**src/rtl/muldiv_sequencer.sv**
```systemverilog
// Iterative RV32M multiply/divide unit: shift-add multiplier and restoring divider.
// Latency: start sampled at edge 0 -> busy cycles 1..WIDTH+2, done pulse in cycle WIDTH+2.
// Backpressure: busy stalls the pipeline; start while busy is dropped, kill aborts to IDLE.
//
// Ports: clk/reset (sync, active-high), start/kill control, Funct3 selects the op,
// SrcA/SrcB operands, busy/done status, Result registered and held between completions.
module muldiv_sequencer #(
    parameter int WIDTH = 32,
    parameter int CNT_W = $clog2(WIDTH)
) (
    input  logic             clk,
    input  logic             reset,
    input  logic             start,
    input  logic             kill,
    input  logic [2:0]       Funct3,
    input  logic [WIDTH-1:0] SrcA,
    input  logic [WIDTH-1:0] SrcB,
    output logic             busy,
    output logic             done,
    output logic [WIDTH-1:0] Result
);

    typedef enum logic [1:0] {IDLE, CALC, FIX, DONE} state_t;

    state_t             state, state_nxt;
    logic [2:0]         op;
    logic               neg_a, neg_b, b_zero;
    logic [WIDTH-1:0]   a_mag, b_mag;
    // hi/lo: product high/low halves for multiply; remainder/quotient for divide
    logic [WIDTH-1:0]   hi, lo;
    logic [CNT_W-1:0]   cnt;

    // Operand capture
    logic               in_div, in_sgn_a, in_sgn_b, in_neg_a, in_neg_b;
    logic [WIDTH-1:0]   in_mag_a, in_mag_b;

    always_comb begin
        in_div   = Funct3[2];
        in_sgn_a = in_div ? ~Funct3[0] : (Funct3 != 3'b011);
        in_sgn_b = in_div ? ~Funct3[0] : ~Funct3[1];
        in_neg_a = in_sgn_a & SrcA[WIDTH-1];
        in_neg_b = in_sgn_b & SrcB[WIDTH-1];
        // -0x80000000 wraps to 0x80000000, which is the correct unsigned magnitude
        in_mag_a = in_neg_a ? -SrcA : SrcA;
        in_mag_b = in_neg_b ? -SrcB : SrcB;
    end

    // One iteration step
    logic [WIDTH:0]     mul_sum, div_shift, div_diff;

    always_comb begin
        mul_sum   = {1'b0, hi} + (lo[0] ? {1'b0, a_mag} : {(WIDTH+1){1'b0}});
        div_shift = {hi, lo[WIDTH-1]};
        div_diff  = div_shift - {1'b0, b_mag};
    end

    // Sign fix-up and output select
    logic [2*WIDTH-1:0] prod_s;
    logic [WIDTH-1:0]   quo_s, rem_s, a_orig, fix_res;

    always_comb begin
        prod_s = (neg_a ^ neg_b) ? -{hi, lo} : {hi, lo};
        quo_s  = (neg_a ^ neg_b) ? -lo : lo;
        rem_s  = neg_a ? -hi : hi;
        a_orig = neg_a ? -a_mag : a_mag;
        fix_res = '0;
        case (op)
            3'b000:                 fix_res = prod_s[WIDTH-1:0];
            3'b001, 3'b010, 3'b011: fix_res = prod_s[2*WIDTH-1:WIDTH];
            3'b100, 3'b101:         fix_res = b_zero ? {WIDTH{1'b1}} : quo_s;
            default:                fix_res = b_zero ? a_orig : rem_s;
        endcase
    end

    // FSM
    always_ff @(posedge clk) begin
        if (reset) state <= IDLE;
        else       state <= state_nxt;
    end

    always_comb begin
        state_nxt = state;
        case (state)
            IDLE: if (start && !kill) state_nxt = CALC;
            CALC: begin
                if (kill)                              state_nxt = IDLE;
                else if (cnt == CNT_W'(WIDTH - 1))     state_nxt = FIX;
            end
            FIX:     state_nxt = kill ? IDLE : DONE;
            default: state_nxt = IDLE;
        endcase
    end

    assign busy = (state != IDLE);
    assign done = (state == DONE);

    // Datapath
    always_ff @(posedge clk) begin
        if (reset) begin
            op     <= '0;
            neg_a  <= 1'b0;
            neg_b  <= 1'b0;
            b_zero <= 1'b0;
            a_mag  <= '0;
            b_mag  <= '0;
            hi     <= '0;
            lo     <= '0;
            cnt    <= '0;
            Result <= '0;
        end else begin
            case (state)
                IDLE: if (start && !kill) begin
                    op     <= Funct3;
                    neg_a  <= in_neg_a;
                    neg_b  <= in_neg_b;
                    b_zero <= (SrcB == '0);
                    a_mag  <= in_mag_a;
                    b_mag  <= in_mag_b;
                    hi     <= '0;
                    // divide shifts the dividend out of lo; multiply shifts the multiplier out
                    lo     <= in_div ? in_mag_a : in_mag_b;
                    cnt    <= '0;
                end
                CALC: begin
                    cnt <= cnt + CNT_W'(1);
                    if (op[2]) begin
                        if (div_diff[WIDTH]) begin
                            hi <= div_shift[WIDTH-1:0];
                            lo <= {lo[WIDTH-2:0], 1'b0};
                        end else begin
                            hi <= div_diff[WIDTH-1:0];
                            lo <= {lo[WIDTH-2:0], 1'b1};
                        end
                    end else begin
                        hi <= mul_sum[WIDTH:1];
                        lo <= {mul_sum[0], lo[WIDTH-1:1]};
                    end
                end
                FIX: if (!kill) Result <= fix_res;
                default: ;
            endcase
        end
    end

endmodule
```
**config.mk**
```make
export PLATFORM = sky130hd
export DESIGN_NAME = muldiv_sequencer
export DESIGN_NICKNAME = d
export VERILOG_FILES = /design/src/rtl/muldiv_sequencer.sv
export SDC_FILE = /design/constraint.sdc
export NUM_CORES = 1
export LEC_CHECK = 0
export ABC_AREA = 0
export CELL_PAD_IN_SITES_DETAIL_PLACEMENT = 0
export CELL_PAD_IN_SITES_GLOBAL_PLACEMENT = 1
export CORE_MARGIN = 4
export CORE_UTILIZATION = 35
export DETAILED_ROUTE_END_ITERATION = 10
export PLACE_DENSITY = 0.68
export SLEW_MARGIN = 10
export SYNTH_ARGS = -nofsm -noshare
export SYNTH_HDL_FRONTEND = slang
export SYNTH_SLANG_ARGS = --single-unit
export TNS_END_PERCENT = 1
```
**constraint.sdc**
```tcl
create_clock -name clk -period 4.6 [get_ports clk]
set_clock_uncertainty 0.05 [all_clocks]
set_input_delay 0.46 -clock clk [delete_from_list [all_inputs] [get_ports clk]]
set_output_delay 0.46 -clock clk [all_outputs]
set_load 0.02 [all_outputs]
```
### Yosys cells after proc, flatten, opt, wreduce, memory -nomap -nowiden

Index checks and enable logic that the tools add are counted.

* equal/unequal tests: 12
* $add $sub $neg: 9
* reduce and logical (&&, ||, !) cells: 13
* mux-type cells: 28
* bitwise operators: 6

Operators by type and width (number)
* two-way mux 32 bit: 14
* negation 32 bit: 5
* case mux 32 bit (2 select lines): 2
* case mux 32 bit (3 select lines): 1
* two-way mux 64 bit: 1
* negation 64 bit: 1
* adder 32 x 32 -> 33 bit: 1
* subtractor 33 x 32 -> 33 bit: 1
* logical NOT 32 bit: 1
* case mux 5 bit (2 select lines): 1
* two-way mux 2 bit: 4
* AND reduction 2 bit: 4
* == test 3 x 2 -> 1 bit, second input constant: 2
* == test 3 bit, second input constant: 2
* case mux 2 bit (3 select lines): 1
* adder 5 x 1 -> 5 bit, second input constant: 1
* == test 5 bit, second input constant: 1
* two-way mux 5 bit: 1
* == test 2 bit, second input constant: 2
* nonzero test 2 bit: 2
* == test 3 x 1 -> 1 bit, second input constant: 1
* logical NOT 3 bit: 1
* two-way mux 1 bit: 3
* inequality test 3 x 2 -> 1 bit, second input constant: 1
* 11 further kinds: 14

* register bits: 173
* logic and storage cells: 79
* output and inout bits: 34
* input bits: 71

### Logic depth before layout (Yosys ltp)

* depth in word-level cells: 7
* gate-level depth with buffers: 15
* gate-level depth less buffers: 14

### Least setup slack after synthesis

No wires, ideal clock.

* path kind: register -> register
* from: reg hi[0]
* to: reg hi[8]
* path slack: 1.216 ns
* period minus slack after synthesis: 3.384 ns
* stages on the path, launching flop included: 16
* arrival: 3.243 ns
* library setup time: 0.091 ns
* required time: 4.459 ns
* path buffers: 4
* cells stage by stage: dfxtp_1 clkbuf_1 inv_1 fa_1 nand2b_1 a21oi_1 o21a_1 o211ai_1 a211oi_1 or3_1 buf_2 and2_0 buf_2 buf_2 nand3_1 a311oi_1

* longest elaborated chain between the ends: 4
* elaborated cells on any way between the ends: 5
* those cells by class: add/sub (2); mux (3)

RTL lines
* from (decl): RTL line 30 `logic [WIDTH-1:0] hi, lo;`
* from (signal assigned): RTL line 128 `hi <= div_shift[WIDTH-1:0];`
* from (signal assigned): RTL line 131 `hi <= div_diff[WIDTH-1:0];`
* from (signal assigned): RTL line 135 `hi <= mul_sum[WIDTH:1];`
* subtractor 33 x 32 -> 33 bit: RTL line 54 `div_diff = div_shift - {1'b0, b_mag};`
* two-way mux 32 bit: RTL line 127 `if (div_diff[WIDTH]) begin`
* two-way mux 32 bit (*): RTL line 126 `if (op[2]) begin`
* case mux 32 bit (2 select lines) (*): RTL line 111 `case (state)`

Mark *: on every way between the ends. The rest lies on a longest branch, timed or not.
A chain may end at the register's enable or synchronous reset.

### Final worst setup path

* from: reg hi[18]
* to: reg hi[0]

* longest elaborated chain between the ends: 4

RTL lines (RTL line)
* subtractor 33 x 32 -> 33 bit: 54
* two-way mux 32 bit: 127
* two-way mux 32 bit: 126
* case mux 32 bit (2 select lines): 111

Every way passes these cells.

==> flow_metrics.py <==
metrics = {
    "sta": {
        "setup_viol": 0,
        "worst_pin_slew_ps": 1360,
        "final_hold_viol_count": 0,
        "period_needed_ps": 3870,
        "fin_crit_sh_pct": 84.2,
        "slew_violations": 0,
        "setup_tns_ps": 0,
        "fmax_mhz": 258,
        "rsz0062_at_grt": "no",
        "slew_headroom_pct": 9.02,
    },
    "critical_path": {
        "cp_max_fo": 9,
        "crit_path_end_kind": "register",
        "cp.required_ps": 4960,
        "critical_path_class": "register to register",
        "cp-start-kind": "register",
        "worst_ep_arrival_time_ps": 4230,
    },
    "global_routing": {
        "grt_max_degree": 83,
        "grtUsageTotal_pct": 27.1,
        "overflow": 0,
        "grt_pass1_vias": 15833,
        "antenna_found_initial": 1,
        "grt_pass1_wl_um": 99400,
    },
    "synth": {
        "synthArstFlopShare_pct": 0,
        "yosysWarnings": 0,
        "yosys.cell_count.top_type": "nor2_1",
        "seq_area_frac_synth_pct": 21.9,
        "synth_enable_flop_cells": 0,
        "synth_common_cells": "nor2_1, nand2_1, dfxtp_1",
        "syn_nets": 2301,
        "avgSynthCellArea_um2": 7.34,
        "synth_cell_types": 83,
        "synth.cell_area_mm2": 0.0158,
        "yosys-top-cells-area": "dfxtp_1, xnor2_1, ha_1, a211oi_1, a21oi_1",
        "synth_top_area_cell": "dfxtp_1",
        "synth_top_area_share_pct": 21.9,
        "synth-seq-cells": 173,
        "syn_inst": 2157,
        "ys.flop_type": "dfxtp_1",
    },
    "die": {
        "die_w_um": 221,
        "ioPinCount": 105,
        "start_util_pct": 35.6,
        "rows": 77,
        "dieArea_mm2": 0.0487,
        "core-area_mm2": 0.0444,
        "die_y_um": 221,
    },
    "routing": {
        "vias_per_cell": 5.96,
        "wl_um": 66200,
        "drt_drc_violations_left": 0,
        "vias": 16460,
        "drtPass1Iterations": 5,
        "wl_per_cell_um": 24.0,
        "ant_nets": 0,
        "drt-initial-drc-count": 1354,
    },
    "placement": {
        "dp_hpwl_um": 52700,
        "portBuffers": 104,
        "globalplace.congestion": 0.996,
    },
    "clocking": {
        "cts_setup_buffers": 0,
        "htree_levels": 4,
        "hold_buffers": 0,
        "clock_sinks": 173,
        "root_buffer": "clkbuf_16",
        "clock_latency_ps": 500,
        "cts_resized": 0,
        "cts_tree": "yes",
        "ctsLongestPathBuffers": 2,
        "cts_inserted_buffers": 17,
        "path_clk_slew_ps": 70,
    },
    "layout": {
        "fin_util_pct": 40.4,
        "drive_gt1_share_pct": 6.12,
        "syn_to_final_growth_pct": 13.5,
        "nNetsFinal": 2304,
        "n_antenna_cell": 0,
    },
    "power_and_ir_drop": {
        "p_per_area_mw_per_mm2": 248,
        "max-vdd-ir-drop_mv": 0.205,
        "total_power_mw": 4.46,
        "leakagePower_nw": 6.75,
    },
    "flow_run": {
        "maxCapViolCount": 0,
    },
    "outcome": {
        "status": "finished, final reports clean",
    },
    "hold_path": {
        "min_path_type": "primary input to register",
    },
}
[per-stage QoR]
stage               instances  hold slack (ps)  worst slack (ps)  area, um^2
floorplan                2157              386              1220       15800
global placement         2733              380               828       17400
detailed placement       2733              381               718       17400
CTS                      2764              133               815       18000
global route             2764              169               625       18000
finish                   2764              173               727       18000
[area by class of cell]
cell class                 count  area (um^2)
fill                        4682        26500
multi-input combinational   1737        11400
sequential                   173         3470
timing repair buffer         153         1430
tap                          592          741
clock buffer                  20          437
inverter                      78          293
clock inverter                11          158
[power breakdown]
| group | total, mW | switching [mW] | internal, mW |
|---|---|---|---|
| logic | 1.22 | 0.773 | 0.452 |
| clock network | 1.54 | 0.683 | 0.857 |
| registers | 1.70 | 0.130 | 1.57 |
| total | 4.46 | 1.59 | 2.88 |
[path summary, 6_finish.rpt]
path                            startpoint    endpoint  cells past startpoint  slack (ps)
worst max-delay path                hi[18]       hi[0]                     10         730
worst min-delay path                 reset  Result[21]                      2         170
worst max register to register      hi[18]       hi[0]                     10         730
worst min register to register  Result[15]  Result[15]                      2         390
[critical path, stage by stage, from the launching register on]
cell and delay, ps:
dfxtp_1 670, ha_1 410, a21oi_1 280, o21ai_0 170
a32o_1 290, nor2_1 140, a211oi_1 130, o21ai_1 530
nand2_1 450, or3_1 430, a311oi_1 240
[cell usage in the layout (no fill, tap or decap), types with 26 or more instances in the layout]
cell type,n
mux2i_1,47
xor2_1,90
nor3_1,57
and2_1,43
nor2_1,206
o31ai_1,36
a21oi_1,166
o21ai_0,134
nand2_1,183
dfxtp_1,171
inv_1,78
a21o_1,32
nand3_1,40
a22oi_1,26
xnor2_1,119
buf_4,48
clkdlybuf4s50_1,102
ha_1,71
a211oi_1,114
[cells by family after synthesis]
| logic type | after synthesis | synth area share (%) |
|---|---|---|
| simple gates | 700 | 21.5 |
| compound gates | 697 | 29.3 |
| buf+inv | 247 | 6.06 |
| xor+xnor | 211 | 11.7 |
| flops | 173 | 21.9 |
| fa+ha+maj | 73 | 5.87 |
| mux | 56 | 3.68 |
[layer usage]
| layer | vias to the layer above | wire [um] | track usage [%] |
|---|---|---|---|
| met2 | 596 | 29400 | 42.5 |
| met5 | - | 0 | 0 |
| met3 | 114 | 4140 | 4.82 |
| met4 | 0 | 2560 | 10.1 |
| li1 | 7889 | - | - |
| met1 | 7861 | 30200 | 37.2 |
[sequential cells by signal, indices dropped and copies added, names as in the netlist, 2 cells and up]
signal and count:
Result 32, a_mag 32, b_mag 32, cnt 5, hi 32, lo 32, op 3, state 2
No activity file was read; power rests on OpenSTA's default activity.
